### config.mk
export PLATFORM = sky130hd
export DESIGN_NAME = nec_ir_rx
export DESIGN_NICKNAME = d
export VERILOG_FILES = /design/src/rtl/nec_ir_pkg.sv /design/src/rtl/ir_tick_gen.sv /design/src/rtl/nec_ir_rx.sv
export SDC_FILE = /design/constraint.sdc
export NUM_CORES = 1
export LEC_CHECK = 0
export CORE_AREA = 5 5 102 104
export CTS_CLUSTER_SIZE = 28
export DETAILED_ROUTE_END_ITERATION = 6
export DIE_AREA = 0 0 107 109
export PLACE_DENSITY_LB_ADDON = 0.08
export SLEW_MARGIN = 30
export SYNTH_ARGS = -nofsm -noshare
export SYNTH_HDL_FRONTEND = slang
export SYNTH_SLANG_ARGS = --single-unit
### constraint.sdc
create_clock -name sys_clk -period 2.7 [get_ports sys_clk]
set_input_delay 0.405 -clock sys_clk [delete_from_list [all_inputs] [get_ports sys_clk]]
set_output_delay 0.405 -clock sys_clk [all_outputs]
set_load 0.05 [all_outputs]
### src/rtl/nec_ir_pkg.sv
// Shared definitions for the NEC IR receiver: FSM state encoding, error codes
// and the pulse-width windows, all expressed in 10 us ticks.
package nec_ir_pkg;

  typedef enum logic [2:0] {
    ST_IDLE    = 3'd0,
    ST_LEAD_LO = 3'd1,
    ST_LEAD_HI = 3'd2,
    ST_BIT_LO  = 3'd3,
    ST_BIT_HI  = 3'd4,
    ST_STOP    = 3'd5
  } nec_state_t;

  localparam int TICK_HZ = 100_000;
  localparam int WCNT_W  = 11;

  localparam int LEAD_LO_MIN      = 800;
  localparam int LEAD_LO_MAX      = 1000;
  localparam int LEAD_HI_DATA_MIN = 400;
  localparam int LEAD_HI_DATA_MAX = 500;
  localparam int LEAD_HI_RPT_MIN  = 200;
  localparam int LEAD_HI_RPT_MAX  = 250;
  localparam int BIT_MIN          = 40;
  localparam int BIT_MAX          = 70;
  localparam int ONE_MIN          = 140;
  localparam int ONE_MAX          = 190;

  // Width counter saturation point; reaching it in any active state aborts the frame.
  localparam logic [WCNT_W-1:0] TMO_TICKS = 11'd1400;

  localparam logic [1:0] ERR_TIMING = 2'd0;
  localparam logic [1:0] ERR_CMD    = 2'd1;
  localparam logic [1:0] ERR_ADDR   = 2'd2;
  localparam logic [1:0] ERR_TMO    = 2'd3;

  function automatic logic in_win(input logic [WCNT_W-1:0] width, input int lo, input int hi);
    return (int'(width) >= lo) && (int'(width) <= hi);
  endfunction

endpackage

### src/rtl/ir_tick_gen.sv
// 10 us strobe derived from the system clock; a divide ratio of 1 yields a
// strobe on every cycle.
module ir_tick_gen
  import nec_ir_pkg::*;
#(
  parameter int CLK_FREQ = 50_000_000
) (
  input  logic sys_clk,
  input  logic sys_rst_n,
  output logic tick
);

  localparam int DIV = (CLK_FREQ / TICK_HZ < 1) ? 1 : CLK_FREQ / TICK_HZ;
  localparam int CW  = (DIV > 1) ? $clog2(DIV) : 1;

  logic [CW-1:0] div_cnt;

  always_ff @(posedge sys_clk or negedge sys_rst_n) begin
    if (!sys_rst_n) begin
      div_cnt <= '0;
      tick    <= 1'b0;
    end else if (div_cnt == CW'(DIV - 1)) begin
      div_cnt <= '0;
      tick    <= 1'b1;
    end else begin
      div_cnt <= div_cnt + 1'b1;
      tick    <= 1'b0;
    end
  end

endmodule

### src/rtl/nec_ir_rx.sv
// NEC IR frame decoder: synchroniser, pulse-width FSM with 32-bit shift
// register, inverse-byte checks and a key-hold timer refreshed by repeat codes.
module nec_ir_rx
  import nec_ir_pkg::*;
#(
  parameter int CLK_FREQ    = 50_000_000,
  parameter int ADDR_CHECK  = 0,
  parameter int HOLD_TMO_MS = 120
) (
  input  logic        sys_clk,
  input  logic        sys_rst_n,
  input  logic        remote_in,
  output logic        frame_valid,
  output logic        repeat_en,
  output logic        key_held,
  output logic [15:0] addr,
  output logic [7:0]  cmd,
  output logic        err_pulse,
  output logic [1:0]  err_code
);

  localparam int HOLD_TICKS = HOLD_TMO_MS * 100;
  localparam int HW         = $clog2(HOLD_TICKS + 1);

  logic              tick;
  logic [2:0]        sync_reg;
  logic              rise;
  logic              fall;
  logic [WCNT_W-1:0] wcnt;
  nec_state_t        state;
  logic [4:0]        bit_idx;
  logic [31:0]       shreg;
  logic              rpt_flag;
  logic [HW-1:0]     hold_cnt;
  logic              bad_edge;
  logic              timeout;
  logic              stop_ok;
  logic              cmd_ok;
  logic              addr_ok;
  logic              frame_done;
  logic              rpt_ok;

  ir_tick_gen #(.CLK_FREQ(CLK_FREQ)) u_tick (
    .sys_clk   (sys_clk),
    .sys_rst_n (sys_rst_n),
    .tick      (tick)
  );

  // Synchroniser resets to the idle-high level so reset release never looks like a burst.
  always_ff @(posedge sys_clk or negedge sys_rst_n) begin
    if (!sys_rst_n) begin
      sync_reg <= 3'b111;
    end else begin
      sync_reg <= {sync_reg[1:0], remote_in};
    end
  end

  assign rise = sync_reg[1] & ~sync_reg[2];
  assign fall = ~sync_reg[1] & sync_reg[2];

  always_ff @(posedge sys_clk or negedge sys_rst_n) begin
    if (!sys_rst_n) begin
      wcnt <= '0;
    end else if (rise || fall) begin
      wcnt <= '0;
    end else if (tick && (wcnt != TMO_TICKS)) begin
      wcnt <= wcnt + 1'b1;
    end
  end

  // An edge is bad when it has the wrong polarity for the state or misses every window.
  always_comb begin
    bad_edge = 1'b0;
    case (state)
      ST_LEAD_LO: bad_edge = fall || (rise && !in_win(wcnt, LEAD_LO_MIN, LEAD_LO_MAX));
      ST_LEAD_HI: bad_edge = rise || (fall && !in_win(wcnt, LEAD_HI_DATA_MIN, LEAD_HI_DATA_MAX)
                                           && !in_win(wcnt, LEAD_HI_RPT_MIN, LEAD_HI_RPT_MAX));
      ST_BIT_LO:  bad_edge = fall || (rise && !in_win(wcnt, BIT_MIN, BIT_MAX));
      ST_BIT_HI:  bad_edge = rise || (fall && !in_win(wcnt, BIT_MIN, BIT_MAX)
                                           && !in_win(wcnt, ONE_MIN, ONE_MAX));
      ST_STOP:    bad_edge = fall || (rise && !in_win(wcnt, BIT_MIN, BIT_MAX));
      default:    bad_edge = 1'b0;
    endcase
  end

  assign timeout    = (state != ST_IDLE) && (wcnt == TMO_TICKS);
  assign stop_ok    = (state == ST_STOP) && rise && in_win(wcnt, BIT_MIN, BIT_MAX);
  assign cmd_ok     = (shreg[31:24] == ~shreg[23:16]);
  assign addr_ok    = (ADDR_CHECK == 0) || (shreg[15:8] == ~shreg[7:0]);
  assign frame_done = stop_ok && !rpt_flag && cmd_ok && addr_ok;
  assign rpt_ok     = stop_ok && rpt_flag && key_held;

  always_ff @(posedge sys_clk or negedge sys_rst_n) begin
    if (!sys_rst_n) begin
      state       <= ST_IDLE;
      bit_idx     <= '0;
      shreg       <= '0;
      rpt_flag    <= 1'b0;
      frame_valid <= 1'b0;
      repeat_en   <= 1'b0;
      err_pulse   <= 1'b0;
      err_code    <= ERR_TIMING;
      addr        <= '0;
      cmd         <= '0;
    end else begin
      frame_valid <= frame_done;
      repeat_en   <= rpt_ok;
      err_pulse   <= 1'b0;
      if (timeout) begin
        err_pulse <= 1'b1;
        err_code  <= ERR_TMO;
        state     <= ST_IDLE;
      end else if (bad_edge) begin
        err_pulse <= 1'b1;
        err_code  <= ERR_TIMING;
        state     <= ST_IDLE;
      end else begin
        case (state)
          ST_IDLE: begin
            if (fall) begin
              state    <= ST_LEAD_LO;
              bit_idx  <= '0;
              rpt_flag <= 1'b0;
            end
          end
          ST_LEAD_LO: begin
            if (rise) state <= ST_LEAD_HI;
          end
          ST_LEAD_HI: begin
            if (fall) begin
              if (in_win(wcnt, LEAD_HI_DATA_MIN, LEAD_HI_DATA_MAX)) begin
                state    <= ST_BIT_LO;
                bit_idx  <= '0;
                rpt_flag <= 1'b0;
              end else begin
                state    <= ST_STOP;
                rpt_flag <= 1'b1;
              end
            end
          end
          ST_BIT_LO: begin
            if (rise) state <= ST_BIT_HI;
          end
          ST_BIT_HI: begin
            if (fall) begin
              // LSB-first: the first bit received ends up in shreg[0].
              shreg   <= {in_win(wcnt, ONE_MIN, ONE_MAX), shreg[31:1]};
              bit_idx <= bit_idx + 1'b1;
              state   <= (bit_idx == 5'd31) ? ST_STOP : ST_BIT_LO;
            end
          end
          ST_STOP: begin
            if (rise) begin
              state <= ST_IDLE;
              if (frame_done) begin
                addr <= shreg[15:0];
                cmd  <= shreg[23:16];
              end else if (!rpt_flag) begin
                err_pulse <= 1'b1;
                err_code  <= cmd_ok ? ERR_ADDR : ERR_CMD;
              end
            end
          end
          default: state <= ST_IDLE;
        endcase
      end
    end
  end

  // Hold timer: any accepted frame or repeat reloads it; errors leave it running.
  always_ff @(posedge sys_clk or negedge sys_rst_n) begin
    if (!sys_rst_n) begin
      key_held <= 1'b0;
      hold_cnt <= '0;
    end else if (frame_done || rpt_ok) begin
      key_held <= 1'b1;
      hold_cnt <= HW'(HOLD_TICKS);
    end else if (key_held && tick) begin
      if (hold_cnt <= HW'(1)) begin
        key_held <= 1'b0;
        hold_cnt <= '0;
      end else begin
        hold_cnt <= hold_cnt - 1'b1;
      end
    end
  end

endmodule

Word level (Yosys, flattened, before mapping):

Index checks and enable logic that the tools add are counted.

* register bits: 109
* input bits: 3
* output and inout bits: 30
* logic and storage cells: 153

* add/sub/neg operators: 4
* order comparisons: 11
* equality and inequality tests: 22
* mux-type cells: 44
* bitwise gates (word level): 7
* reduce and logical (&&, ||, !) cells: 49

Operators with widths (number)
* $mux 14: 3
* $mux 3: 10
* $ne 4x4->1 const B: 6
* $ge 11x8->1 const B: 2
* $le 11x8->1 const B: 2
* $mux 11: 2
* $logic_and 1x1->1: 20
* $mux 5: 4
* $pmux 3 s6: 1
* $pmux 5 s3: 1
* $le 14x1->1 const B: 1
* $mux 2: 7
* $sub 14x1->14 const B: 1
* $mux 1: 13
* $reduce_bool 3->1: 4
* $add 11x1->11 const B: 1
* $eq 11x11->1 const B: 1
* $ge 11x10->1 const B: 1
* $ge 11x6->1 const B: 1
* $ge 11x9->1 const B: 1
* $le 11x10->1 const B: 1
* $le 11x7->1 const B: 1
* $le 11x9->1 const B: 1
* $ne 11x11->1 const B: 1
* other kinds (27): 51

Depth between registers and ports, before layout:

Gate-level depths: netlist of run 1.

* word-level depth: 11
* gate-level depth with buffers: 11
* depth with buffers taken out: 8

Modules after synthesis:

From an unflattened synthesis of run 1, not the netlist that was laid out.

* cell total of the unflattened synthesis: 477
* area, all modules: 5420.2 um2

By module, submodules not included
* nec_ir_rx: instances 1, cells each 427, area each 4922.2 um2, seq. area each 2481.1 um2
* ir_tick_gen: instances 1, cells each 50, area each 498.0 um2, seq. area each 250.2 um2

Least setup slack after synthesis of run 1:

Ideal clock, no wire load.

* path kind: register to register
* start: register wcnt[9]
* end: register shreg[0]
* library setup time: 0.125 ns
* data arrival time: 2.353 ns
* data required time: 2.575 ns
* setup slack: 0.222 ns
* cell stages (with the launch flop): 8
* path buffers: 1
* period minus slack after synthesis: 2.478 ns
* path through: dfrtp_1 or3_4 or2_4 or2_4 a31o_4 nor3_4 buf_6 mux2_4

* cells in the longest elaborated chain, start to end: 9
* elaborated cells between the ends (all ways): 36
* classes of those cells: 10 x order compare; 1 x eq/ne; 1 x mux; 2 x bitwise; 22 x reduce/logical

Ends and longest elaborated chain
* start: declaration: line nec_ir_rx.sv:29 `logic [WCNT_W-1:0] wcnt;`
* start signal: assignment: line nec_ir_rx.sv:67 `wcnt <= wcnt + 1'b1;`
* $ge 11x6->1, or another cell as far along: line nec_ir_pkg.sv:37 `return (int'(width) >= lo) && (int'(width) <= hi);`
* $logic_and 1x1->1: line nec_ir_pkg.sv:37
* $logic_not 1->1, on equally long branches
* $logic_and 1x1->1, on equally long branches: line nec_ir_rx.sv:79, nec_ir_rx.sv:76
* $logic_and 1x1->1, on equally long branches: line nec_ir_rx.sv:80, nec_ir_rx.sv:77
* $logic_or 1x1->1, on equally long branches: line nec_ir_rx.sv:79, nec_ir_rx.sv:76
* $pmux 1 s4: line nec_ir_rx.sv:74 `case (state)`
* $not 1->1 (no source line)
* $reduce_and 4->1 (no source line) (*)
* end signal: assignment: line nec_ir_rx.sv:147 `shreg <= {in_win(wcnt, ONE_MIN, ONE_MAX), shreg[31:1]};`
* end: declaration: line nec_ir_rx.sv:32 `logic [31:0] shreg;`

Mark *: on every way between the ends. The rest lies on a longest branch, timed or not.
A chain may end at the register's enable or synchronous reset.

Worst setup path after layout of run 1:

* start: register wcnt[9]
* end: register shreg[22]

Same word-level chain as after synthesis.

==> summary.md, run 1 <==
| Metric | Value |
|---|---|
| Layout cells sized above 1 | `21.6%` |
| Critical Path End Type | `flop` |
| Power density cells | `514 nW/um^2` |
| Die width | `107 microns` |
| CP Cell Sequence | `or3_4 -> or2_4 -> or2_4 -> a31o_4 -> nor3_4 -> buf_12 -> mux2_2` |
| Global-route wire length before repair | `16600 microns` |
| Die area | `11700 sq um` |
| Sequential area share after synthesis | `51.1%` |
| WS Path Type | `reg -> reg` |
| Total routed wirelength | `9710 microns` |
| Mapped Area | `5350 sq um` |
| Synth-to-layout area growth | `12.9%` |
| Sequential cell fraction of total power | `56.1%` |
| Tcrit/Tclk final | `96.3%` |
| Crit path max fanout | `32` |
| Max-capacitance violation count | `0` |
| Switch Pwr | `0.905 mW` |
| Status | `completed` |
| Initial antenna violation count | `0` |
| Peak VDD IR | `0.284 mV` |
| Initial DRT Pass Iterations | `4` |
| Hold Vio Cnt, Final | `0` |
| CTS tree | `yes` |
| Routed length per placed instance | `15.4 microns` |
| Clock power frac | `30.0%` |
| Vias in the first global route | `3480` |
| Critical Path End | `shreg[22]$_DFFE_PN0P_` |
| Most Frequent Cell on Critical Path | `or2_4` |
| RSZ-0062 raised after global routing | `no` |
| Core area | `9460 sq um` |
| Worst-case clock buffer depth | `2` |
| Synthesized Nets | `487` |
| Synth Flop Type | `dfrtp_1` |
| GRT overflow | `0` |
| Biggest regs | `shreg: 32 flops, addr: 16 flops, hold_cnt: 14 flops` |
| Final instance area | `6040 sq um` |
| CP Launch Point | `wcnt[9]$_DFFE_PN0P_` |
| CP delay by family, top | `simple AND/OR/NAND/NOR gates` |
| Nets | `525` |
| CTS sink count | `109` |
| Vias | `3594` |
| Levels on crit path | `7` |
| # diodes | `0` |
| H-tree level count | `3` |
| Max transition margin | `64.8%` |
| Worst setup SP type | `flop` |
| FF+latch count, synth | `109` |
| Post-DP Area | `5840 sq um` |
| FF-to-FF setup slack | `0.1 ns` |
| Slowest cell on crit path | `dfrtp_1` |
| Yosys Warn Count | `0` |
| Ys async rst share | `100%` |
| 1st-iter DRT viols | `157` |
| Drt drc | `0` |
| Worst Reg2Reg Path Length in Cells | `7` |
| Post-Route Utilization | `63.9%` |
| Number of flip-flops in the largest register | `32` |
| Final setup vio count | `0` |
| DP Wirelength | `6770 microns` |
| Largest net degree at the start of global routing | `72` |
| Fmax | `0.384 GHz` |
| CP required | `2.96 ns` |
| Min-Delay Path Class | `reg -> reg` |
| Worst setup margin | `0.0991 ns` |
| Biggest register | `shreg` |
| Setup bufs post-CTS | `0` |
| CP max stage delay | `0.45 ns` |
| Die Ht | `109 microns` |
| Switching share of total power | `29.1%` |
| Worst-margin pin slew | `0.525 ns` |
| Clk_lat worst skew | `0.38 ns` |
| Port Buffers | `32` |
| Vias/cell | `5.69` |
| Mean area per synthesized cell | `11.3 sq um` |
| Count of cell types in the netlist | `69` |
| Final TNS setup | `0 ns` |
| GPL Wtd Cong | `0.874` |
| Worst Skew | `0.0138 ns` |
| Initial Utilization | `56.5%` |
| Mapped Cells | `475` |
| Leakage power | `2.68 nW` |
| TritonCTS buffer count | `9` |
| FF-to-FF Start | `wcnt[9]$_DFFE_PN0P_` |
| Pre-CTS setup slack | `0.119 ns` |
| Row count | `36` |
| Internal power | `2.20 mW` |
| WHS | `0.364 ns` |
| Root Driver | `clkbuf_8` |
| EDFF count, synth | `0` |
| Final min period | `2.60 ns` |
| Slew Viols, Final | `0` |
| Gr usage total | `18.0%` |
| Reg2Reg Capture Point | `shreg[22]$_DFFE_PN0P_` |
| Buf+Inv Stages, Crit Path | `1` |
| Data arrival, critical path | `2.86 ns` |
| IO Pins | `33` |
| Antenna viol nets, final | `0` |
| Power share of the combinational group | `14.0%` |
| Clk pin slew, worst setup/hold paths | `0.11 ns` |
synthesized netlist by cell type, types with 7 or more instances:
cell | instances | area, sq um
ha_1 | 9 | 113
nand2_1 | 34 | 128
mux2_2 | 47 | 529
xnor2_1 | 15 | 131
nor3_1 | 17 | 85.1
mux2_4 | 9 | 135
nor2_1 | 41 | 154
and2_1 | 7 | 43.8
dfrtp_1 | 106 | 2650
o21ai_0 | 20 | 100
a21oi_1 | 18 | 90.1
inv_1 | 15 | 56.3
nor2b_1 | 7 | 43.8
clkbuf_1 | 11 | 41.3
nand3_1 | 12 | 60.1
layer usage:
| metal | GRT usage [%] | part of all wire, % | wire length [microns] | vias up |
|---|---|---|---|---|
| met3 | 3.43 | 3.2 | 314 | 11 |
| met2 | 28.4 | 47 | 4580 | 51 |
| met1 | 24.9 | 48 | 4670 | 1776 |
| li1 | - | - | - | 1756 |
| met5 | 0 | 0 | 0 | - |
| met4 | 6.58 | 1.4 | 135 | 0 |
cells by family (layout without fill, tap and decap cells):
family                     Yosys count  in the layout  synth area share (%)
adders and majority gates            9              9                  2.11
xor gates and xnor gates            20             20                  3.27
and+or+nand+nor                    165            165                  16.9
buffers and inverters               36             79                  3.25
muxes                               62             62                  13.6
DFF                                109            109                  51.1
AOI/OAI and AO/OA                   74             74                  9.85
per-stage QoR:
step / instances / total power [mW]
finish: 632 / 3.10
CTS: 632 / 3.14
global placement: 615 / 2.20
global route: 632 / 3.26
detailed placement: 615 / 2.20
floorplan: 475 / 2.08
cells in the final DEF (no fill, tap or decap), drive strengths merged, types with 9 or more instances in the layout:
master	n
a21oi	18
buf	16
clkbuf	9
clkdlybuf4s50	31
dfrtp	106
ha	9
inv	18
mux2	57
nand2	34
nand3	12
nor2	41
nor3	18
o21ai	22
xnor2	15
worst min path at each step:
stage / startpoint / endpoint / slack, ns / cells past startpoint
floorplan: sys_rst_n / addr[0]$_DFFE_PN0P_ / 0.11 / 0
global placement: sync_reg[0]$_DFF_PN1_ / sync_reg[1]$_DFF_PN1_ / 0.35 / 0
detailed placement: sync_reg[0]$_DFF_PN1_ / sync_reg[1]$_DFF_PN1_ / 0.35 / 0
CTS: sync_reg[0]$_DFF_PN1_ / sync_reg[1]$_DFF_PN1_ / 0.36 / 0
global route: sync_reg[0]$_DFF_PN1_ / sync_reg[1]$_DFF_PN1_ / 0.37 / 0
finish: sync_reg[0]$_DFF_PN1_ / sync_reg[1]$_DFF_PN1_ / 0.36 / 0
repair_timing:
action | 4_1_cts | 5_1_grt
endpoints found under the hold margin | 5 | 0
hold buffers | 1 | 0
setup endpoints to repair | 0 | 1
resized for setup | 0 | 1
layout make-up:
class	instances	area, sq um
inverter	15	56.3
timing repair buffer	48	478
clock buffer	9	124
clock inverter	7	57.6
sequential	109	2730
multi-input combinational	330	2450
tap	114	143
fill	764	3420
power by group through the flow:
stage	combinational (mW)	clock (mW)	sequential, mW
after global routing	0.485	1.03	1.75
after floorplan	0.320	0	1.76
after detailed placement	0.435	0	1.77
after global placement	0.431	0	1.77
final	0.434	0.930	1.74
after CTS	0.439	0.966	1.74
Note: power is estimated with default switching activity, not from simulation.
==> run 2: changes to the inputs <==
--- a/config.mk
+++ b/config.mk
@@ -5,10 +5,11 @@
 export SDC_FILE = /design/constraint.sdc
 export NUM_CORES = 1
 export LEC_CHECK = 0
-export CORE_AREA = 5 5 102 104
+export CORE_AREA = 2 2 98 100
+export CTS_BUF_LIST = sky130_fd_sc_hd__clkbuf_4
 export CTS_CLUSTER_SIZE = 28
 export DETAILED_ROUTE_END_ITERATION = 6
-export DIE_AREA = 0 0 107 109
+export DIE_AREA = 0 0 100 102
 export PLACE_DENSITY_LB_ADDON = 0.08
 export SLEW_MARGIN = 30
 export SYNTH_ARGS = -nofsm -noshare
==> run 2 against run 1 <==
  * Sequential power about the same
  * Maximum frequency is 1.1% higher
  * Largest cell class unchanged
  * Highest routed layer unchanged
  * Power is 4.0% lower
  * Critical endpoint unchanged
==> summary.md, run 2 (synthesis results as in run 1) <==
| Metric | Value |
|---|---|
| Status | `completed` |
| Fillers | `736 (-3.7%)` |
| Number of flip-flops in the largest register | `32 (unchanged)` |
| Power density cells | `497 nW/um^2 (-3.2%)` |
| Most Frequent Cell on Critical Path | `or2_4` |
| FF/Latch Area | `2730 sq um (about the same)` |
| Hold Vio Cnt, Final | `0 (unchanged)` |
| CTS tree | `yes` |
| H-tree level count | `3 (unchanged)` |
| Worst Skew | `0.0248 ns (+0.0110 ns)` |
| Layout cells sized above 1 | `22.1% (+0.49 points)` |
| Synth-to-layout area growth | `12.0%` |
| Data arrival, critical path | `2.92 ns (+0.06 ns)` |
| CP required | `3.05 ns (+0.09 ns)` |
| # diodes | `0 (unchanged)` |
| Antenna viol nets, final | `0 (unchanged)` |
| Port Buffers | `32 (unchanged)` |
| CP max stage delay | `0.47 ns (+0.02 ns)` |
| Clk_lat worst skew | `0.46 ns (+0.08 ns)` |
| Initial Utilization | `58.7% (+2.2 points)` |
| Slowest cell on crit path | `dfrtp_1` |
| Multi-input logic area | `2440 sq um (-0.31%)` |
| GRT overflow | `0 (unchanged)` |
| RSZ-0062 raised after global routing | `no` |
| 1st-iter DRT viols | `175 (+11%)` |
| Worst setup SP type | `flop` |
| Tcrit/Tclk final | `95.3% (-1.0 points)` |
| Gr usage total | `20.8% (+2.8 points)` |
| Initial DRT Pass Iterations | `5 (+1)` |
| WS Path Type | `reg -> reg` |
| CP delay by family, top | `simple AND/OR/NAND/NOR gates` |
| Critical Path End Type | `flop` |
| Max transition margin | `64.7% (-0.14 points)` |
| Fmax | `0.389 GHz (+1.1%)` |
| Final min period | `2.57 ns (-0.0274 ns)` |
| Max-capacitance violation count | `0 (unchanged)` |
| Biggest register | `shreg` |
| Crit path max fanout | `32 (unchanged)` |
| Biggest regs | `shreg: 32 flops, addr: 16 flops, hold_cnt: 14 flops` |
| Routed length per placed instance | `15.5 microns (+1.1%)` |
| Total routed wirelength | `9800 microns (+0.98%)` |
| Commonest non-fill, non-tap cell in the layout | `dfrtp_1` |
| CP Cell Sequence | `or3_4 -> or2_4 -> or2_4 -> a31o_4 -> nor3_4 -> buf_12 -> mux2_2` |
| Total power | `2.98 mW (-4.0%)` |
| Die Ht | `102 microns (-6.4%)` |
| CTS sink count | `109 (unchanged)` |
| IO Pins | `33 (unchanged)` |
| DP Wirelength | `7020 microns (+3.7%)` |
| Clk pin slew, worst setup/hold paths | `0.17 ns (+0.06 ns)` |
| Global-route wire length before repair | `16900 microns (+1.8%)` |
| Die width | `100 microns (-6.5%)` |
| Largest net degree at the start of global routing | `46 (-36%)` |
| Drt drc | `0 (unchanged)` |
| Nets | `527 (+0.38%)` |
| Initial antenna violation count | `0 (unchanged)` |
| Peak VDD IR | `0.280 mV (-1.3%)` |
| Root Driver | `clkbuf_4` |
| Vias/cell | `5.71 (+0.33%)` |
| Leakage power | `2.67 nW (-0.32%)` |
| Die area | `10200 sq um (-13%)` |
| Worst-case clock buffer depth | `2 (unchanged)` |
| TritonCTS buffer count | `9 (unchanged)` |
| Slew Viols, Final | `0 (unchanged)` |
| Vias | `3600 (+0.17%)` |
| Worst-margin pin slew | `0.529 ns (+0.00346 ns)` |
| Most frequent cells in the layout | `dfrtp_1 (105), mux2_2 (47), nor2_1 (41), nand2_1 (34), clkdlybuf4s50_1 (31)` |
| Buf+Inv Stages, Crit Path | `1 (unchanged)` |
| GPL Wtd Cong | `0.877 (+0.39%)` |
| Core area | `9110 sq um (-3.7%)` |
| Vias in the first global route | `3492 (+0.34%)` |
| Row count | `35 (-2.8%)` |
| Min-Delay Path Class | `in -> reg` |
| Final setup vio count | `0 (unchanged)` |
| Final TNS setup | `0 ns (unchanged)` |
-- run 2: final cells by class --
type	instances	share of cell area [%]
tap	111	2.32
timing repair buffer	50	8.23
sequential	109	45.6
multi-input combinational	330	40.8
clock buffer	10	1.25
inverter	15	0.940
clock inverter	6	0.877
-- run 2: path summary, 6_finish.rpt --
path / start / endpoint / slack (ns) / depth (start not counted)
min in group asynchronous: sys_rst_n / state[2]$_DFFE_PN0P_ / 0.41 / 2
setup / recovery: wcnt[8]$_DFFE_PN0P_ / shreg[22]$_DFFE_PN0P_ / 0.13 / 7
hold reg to reg: sync_reg[1]$_DFF_PN1_ / sync_reg[2]$_DFF_PN1_ / 0.39 / 0
setup reg to reg: wcnt[8]$_DFFE_PN0P_ / shreg[22]$_DFFE_PN0P_ / 0.13 / 7
max in group asynchronous: sys_rst_n / cmd[0]$_DFFE_PN0P_ / 1.52 / 3
hold / removal: remote_in / sync_reg[0]$_DFF_PN1_ / 0.35 / 1
-- run 2: timing repair --
action                     in CTS  in global routing
setup buffers                   0                  0
hold buffers                    1                  0
resized for setup               0                  1
setup endpoints to repair       0                  4
hold endpoints to repair       30                  0
-- run 2: routing by layer --
metal	vias to the layer above	GRT usage [%]	routed length (microns)	part of all wire [%]
met5	-	0	0	0
met4	0	5.27	128	1.3
met3	14	4.31	289	2.9
met2	59	33.7	4660	48
met1	1751	29.2	4720	48
li1	1776	-	-	-
-- run 2: power by group --
group / leakage [nW] / switching, mW / internal [mW] / total [mW]
combinational: 1.10 / 0.271 / 0.191 / 0.461
clock: 0.0765 / 0.558 / 0.221 / 0.778
sequential: 1.49 / 0.0676 / 1.67 / 1.74
total: 2.67 / 0.896 / 2.08 / 2.98
-- run 2: through the flow --
stage	std cells	utilization [%]	hold WS [ns]	area (sq um)	worst slack, ns
2_1_floorplan	475	-	0.109	5350	0.222
3_3_place_gp	614	64.3	0.351	5850	0.194
3_5_place_dp	614	64.3	0.353	5850	0.128
4_1_cts	631	65.8	0.319	5990	0.119
5_1_grt	631	65.8	0.323	5990	0.0409
6_report	631	65.8	0.355	5990	0.127
==> run 3: changes to the inputs <==
--- a/config.mk
+++ b/config.mk
@@ -5,12 +5,16 @@
 export SDC_FILE = /design/constraint.sdc
 export NUM_CORES = 1
 export LEC_CHECK = 0
-export CORE_AREA = 2 2 98 100
+export CELL_PAD_IN_SITES_DETAIL_PLACEMENT = 1
+export CELL_PAD_IN_SITES_GLOBAL_PLACEMENT = 1
+export CORE_AREA = 2 2 107 109
 export CTS_BUF_LIST = sky130_fd_sc_hd__clkbuf_4
 export CTS_CLUSTER_SIZE = 28
 export DETAILED_ROUTE_END_ITERATION = 6
-export DIE_AREA = 0 0 100 102
+export DIE_AREA = 0 0 109 111
+export HOLD_SLACK_MARGIN = 0.1
 export PLACE_DENSITY_LB_ADDON = 0.08
+export SKIP_CTS_REPAIR_TIMING = 1
 export SLEW_MARGIN = 30
 export SYNTH_ARGS = -nofsm -noshare
 export SYNTH_HDL_FRONTEND = slang
==> run 3 against run 2 <==
  * Maximum frequency decreased by 2.6%
  * Clock power shrank 2%
  * Largest cell class unchanged
  * Worst hold slack worse by 0.028 ns
  * Core utilization is 11 points lower
  * Critical path type unchanged
  * Via count grew 1.6%
  * Critical path depth unchanged
  * Count of clock-buffer cells in the layout decreased by 1
  * Die area grew 19%
  * Power barely moved
  * Sequential power is essentially flat
==> summary.md, run 3 (synthesis results as in run 1) <==
| Metric | Value |
|---|---|
| Status | `completed` |
| DP Wirelength | `8090 microns (+15%)` |
| Total power | `2.98 mW (about the same)` |
| GRT overflow | `0 (unchanged)` |
| Hold Vio Cnt, Final | `0 (unchanged)` |
| Post-DP Area | `5890 sq um (+0.60%)` |
| Antenna viol nets, final | `0 (unchanged)` |
| Root Driver | `clkbuf_4` |
| Min-Delay Path Class | `in -> reg` |
| GPL Wtd Cong | `0.843 (-3.9%)` |
| Tcrit/Tclk final | `97.8% (+2.5 points)` |
| WHS | `0.327 ns (-0.0275 ns)` |
| Switch Pwr | `0.918 mW (+2.4%)` |
| Number of flip-flops in the largest register | `32 (unchanged)` |
| Layout cells sized above 1 | `22.1% (-0.042 points)` |
| Vias | `3658 (+1.6%)` |
| WS Path Type | `reg -> reg` |
| Die area | `12100 sq um (+19%)` |
| Internal power | `2.06 mW (-0.95%)` |
| Die Ht | `111 microns (+8.8%)` |
| Leakage power | `2.66 nW (-0.56%)` |
| Slew Viols, Final | `0 (unchanged)` |
| Largest net degree at the start of global routing | `53 (+15%)` |
| Worst-margin pin slew | `0.667 ns (+0.138 ns)` |
| Fmax | `0.379 GHz (-2.6%)` |
| Biggest regs | `shreg: 32 flops, addr: 16 flops, hold_cnt: 14 flops` |
| Gr usage total | `20.0% (-0.81 points)` |
| Clock power frac | `25.5% (-0.6 points)` |
| Multi-input logic area | `2470 sq um (+1.1%)` |
| Worst-case clock buffer depth | `2 (unchanged)` |
| # diodes | `0 (unchanged)` |
| Total routed wirelength | `11300 microns (+15%)` |
| CTS sink count | `109 (unchanged)` |
| Biggest register | `shreg` |
| Power density cells | `493 nW/um^2 (-0.80%)` |
| Critical Path End Type | `flop` |
| Worst setup margin | `0.0581 ns (-0.0684 ns)` |
| Final min period | `2.64 ns (+0.0684 ns)` |
| Initial DRT Pass Iterations | `4 (-1)` |
| Hold Path Depth | `1 (unchanged)` |
| Final instance area | `6040 sq um (+0.88%)` |
| Global-route wire length before repair | `18900 microns (+11%)` |
| Most frequent cells in the layout | `dfrtp_1 (104), mux2_2 (47), nor2_1 (41), nand2_1 (34), clkdlybuf4s50_1 (31)` |
| Worst Reg2Reg Path Length in Cells | `7 (unchanged)` |
| Max transition margin | `55.5% (-9.1 points)` |
| Worst Skew | `0.0260 ns (+0.00128 ns)` |
| 1st-iter DRT viols | `141 (-19%)` |
| Initial antenna violation count | `0 (unchanged)` |
| Drt drc | `0 (unchanged)` |
| Switching share of total power | `30.8% (+0.71 points)` |
| Nets | `528 (+0.19%)` |
| Pre-CTS setup slack | `0.0991 ns (-0.0284 ns)` |
| H-tree level count | `3 (unchanged)` |
| Clk_lat worst skew | `0.48 ns (+0.02 ns)` |
| Data arrival, critical path | `3.00 ns (+0.08 ns)` |
| Initial Utilization | `48.3% (-10 points)` |
| Fillers | `1184 (+61%)` |
| Sequential cell fraction of total power | `58.3% (about the same)` |
| Clk pin slew, worst setup/hold paths | `0.16 ns (about the same)` |
| Vias/cell | `5.51 (-3.4%)` |
| Routed length per placed instance | `17.0 microns (+9.6%)` |
| Power share of the combinational group | `16.2% (+0.7 points)` |
| Inst Count DP | `647 (+5.4%)` |
| Worst setup SP type | `flop` |
| CTS tree | `yes` |
| Commonest non-fill, non-tap cell in the layout | `dfrtp_1` |
| Vias in the first global route | `3747 (+7.3%)` |
| Final setup vio count | `0 (unchanged)` |
| FF/Latch Area | `2730 sq um (about the same)` |
| Finished Layout Cells | `664 (+5.2%)` |
| Max-capacitance violation count | `0 (unchanged)` |
| Port Buffers | `32 (unchanged)` |
| Peak VDD IR | `0.309 mV (+10%)` |
| Crit path max fanout | `32 (unchanged)` |
| CP required | `3.06 ns (about the same)` |
| Row count | `39 (+11%)` |
| TritonCTS buffer count | `9 (unchanged)` |
| IO Pins | `33 (unchanged)` |
| Die width | `109 microns (+9.0%)` |
| Synth-to-layout area growth | `13.0%` |
| Core area | `11100 sq um (+22%)` |
## run 3: final cells by class
cell class	count	share of cell area, %
sequential	109	45.2
multi-input combinational	330	40.9
clock inverter	7	0.807
timing repair buffer	51	8.07
clock buffer	9	1.12
inverter	15	0.931
tap	143	2.96
## run 3: power groups by stage
stage                     logic [mW]  clock network [mW]  registers [mW]
after floorplan                0.320                   0            1.76
after global placement         0.466                   0            1.76
after detailed placement       0.483                   0            1.77
after CTS                      0.485               0.803            1.74
after global routing           0.532               0.868            1.75
final                          0.484               0.759            1.74
## run 3: worst paths after layout
path                                             from                endpoint  slack, ns
max in group asynchronous                   sys_rst_n   shreg[13]$_DFFE_PN0P_       1.48
min in group asynchronous                   sys_rst_n  bit_idx[0]$_DFFE_PN0P_       0.47
worst min register to register  sync_reg[1]$_DFF_PN1_   sync_reg[2]$_DFF_PN1_       0.38
worst min-delay path                        remote_in   sync_reg[0]$_DFF_PN1_       0.33
worst max-delay path              wcnt[9]$_DFFE_PN0P_   shreg[10]$_DFFE_PN0P_       0.06
worst max register to register    wcnt[9]$_DFFE_PN0P_   shreg[10]$_DFFE_PN0P_       0.06
## run 3: per-layer routing
metal	up-vias	GRT usage (%)	routed length, microns
li1	1764	-	-
met1	1845	27.7	5360
met2	35	31.3	5560
met3	14	3.53	228
met4	0	7.26	148
met5	-	0	0
## run 3: worst max-delay path, stage by stage (launching register included)
cell and delay, ns:
dfrtp_2 0.48, or3_4 0.43, or2_4 0.26, or2_4 0.27, a31o_4 0.27, nor3_4 0.22
buf_12 0.24, mux2_2 0.35
## run 3: stage by stage
stage / utilization [%] / setup TNS [ns]
2_1_floorplan: - / 0
3_3_place_gp: 53.2 / 0
3_5_place_dp: 53.2 / 0
4_1_cts: 54.2 / 0
5_1_grt: 54.6 / -0.00954
6_report: 54.6 / 0
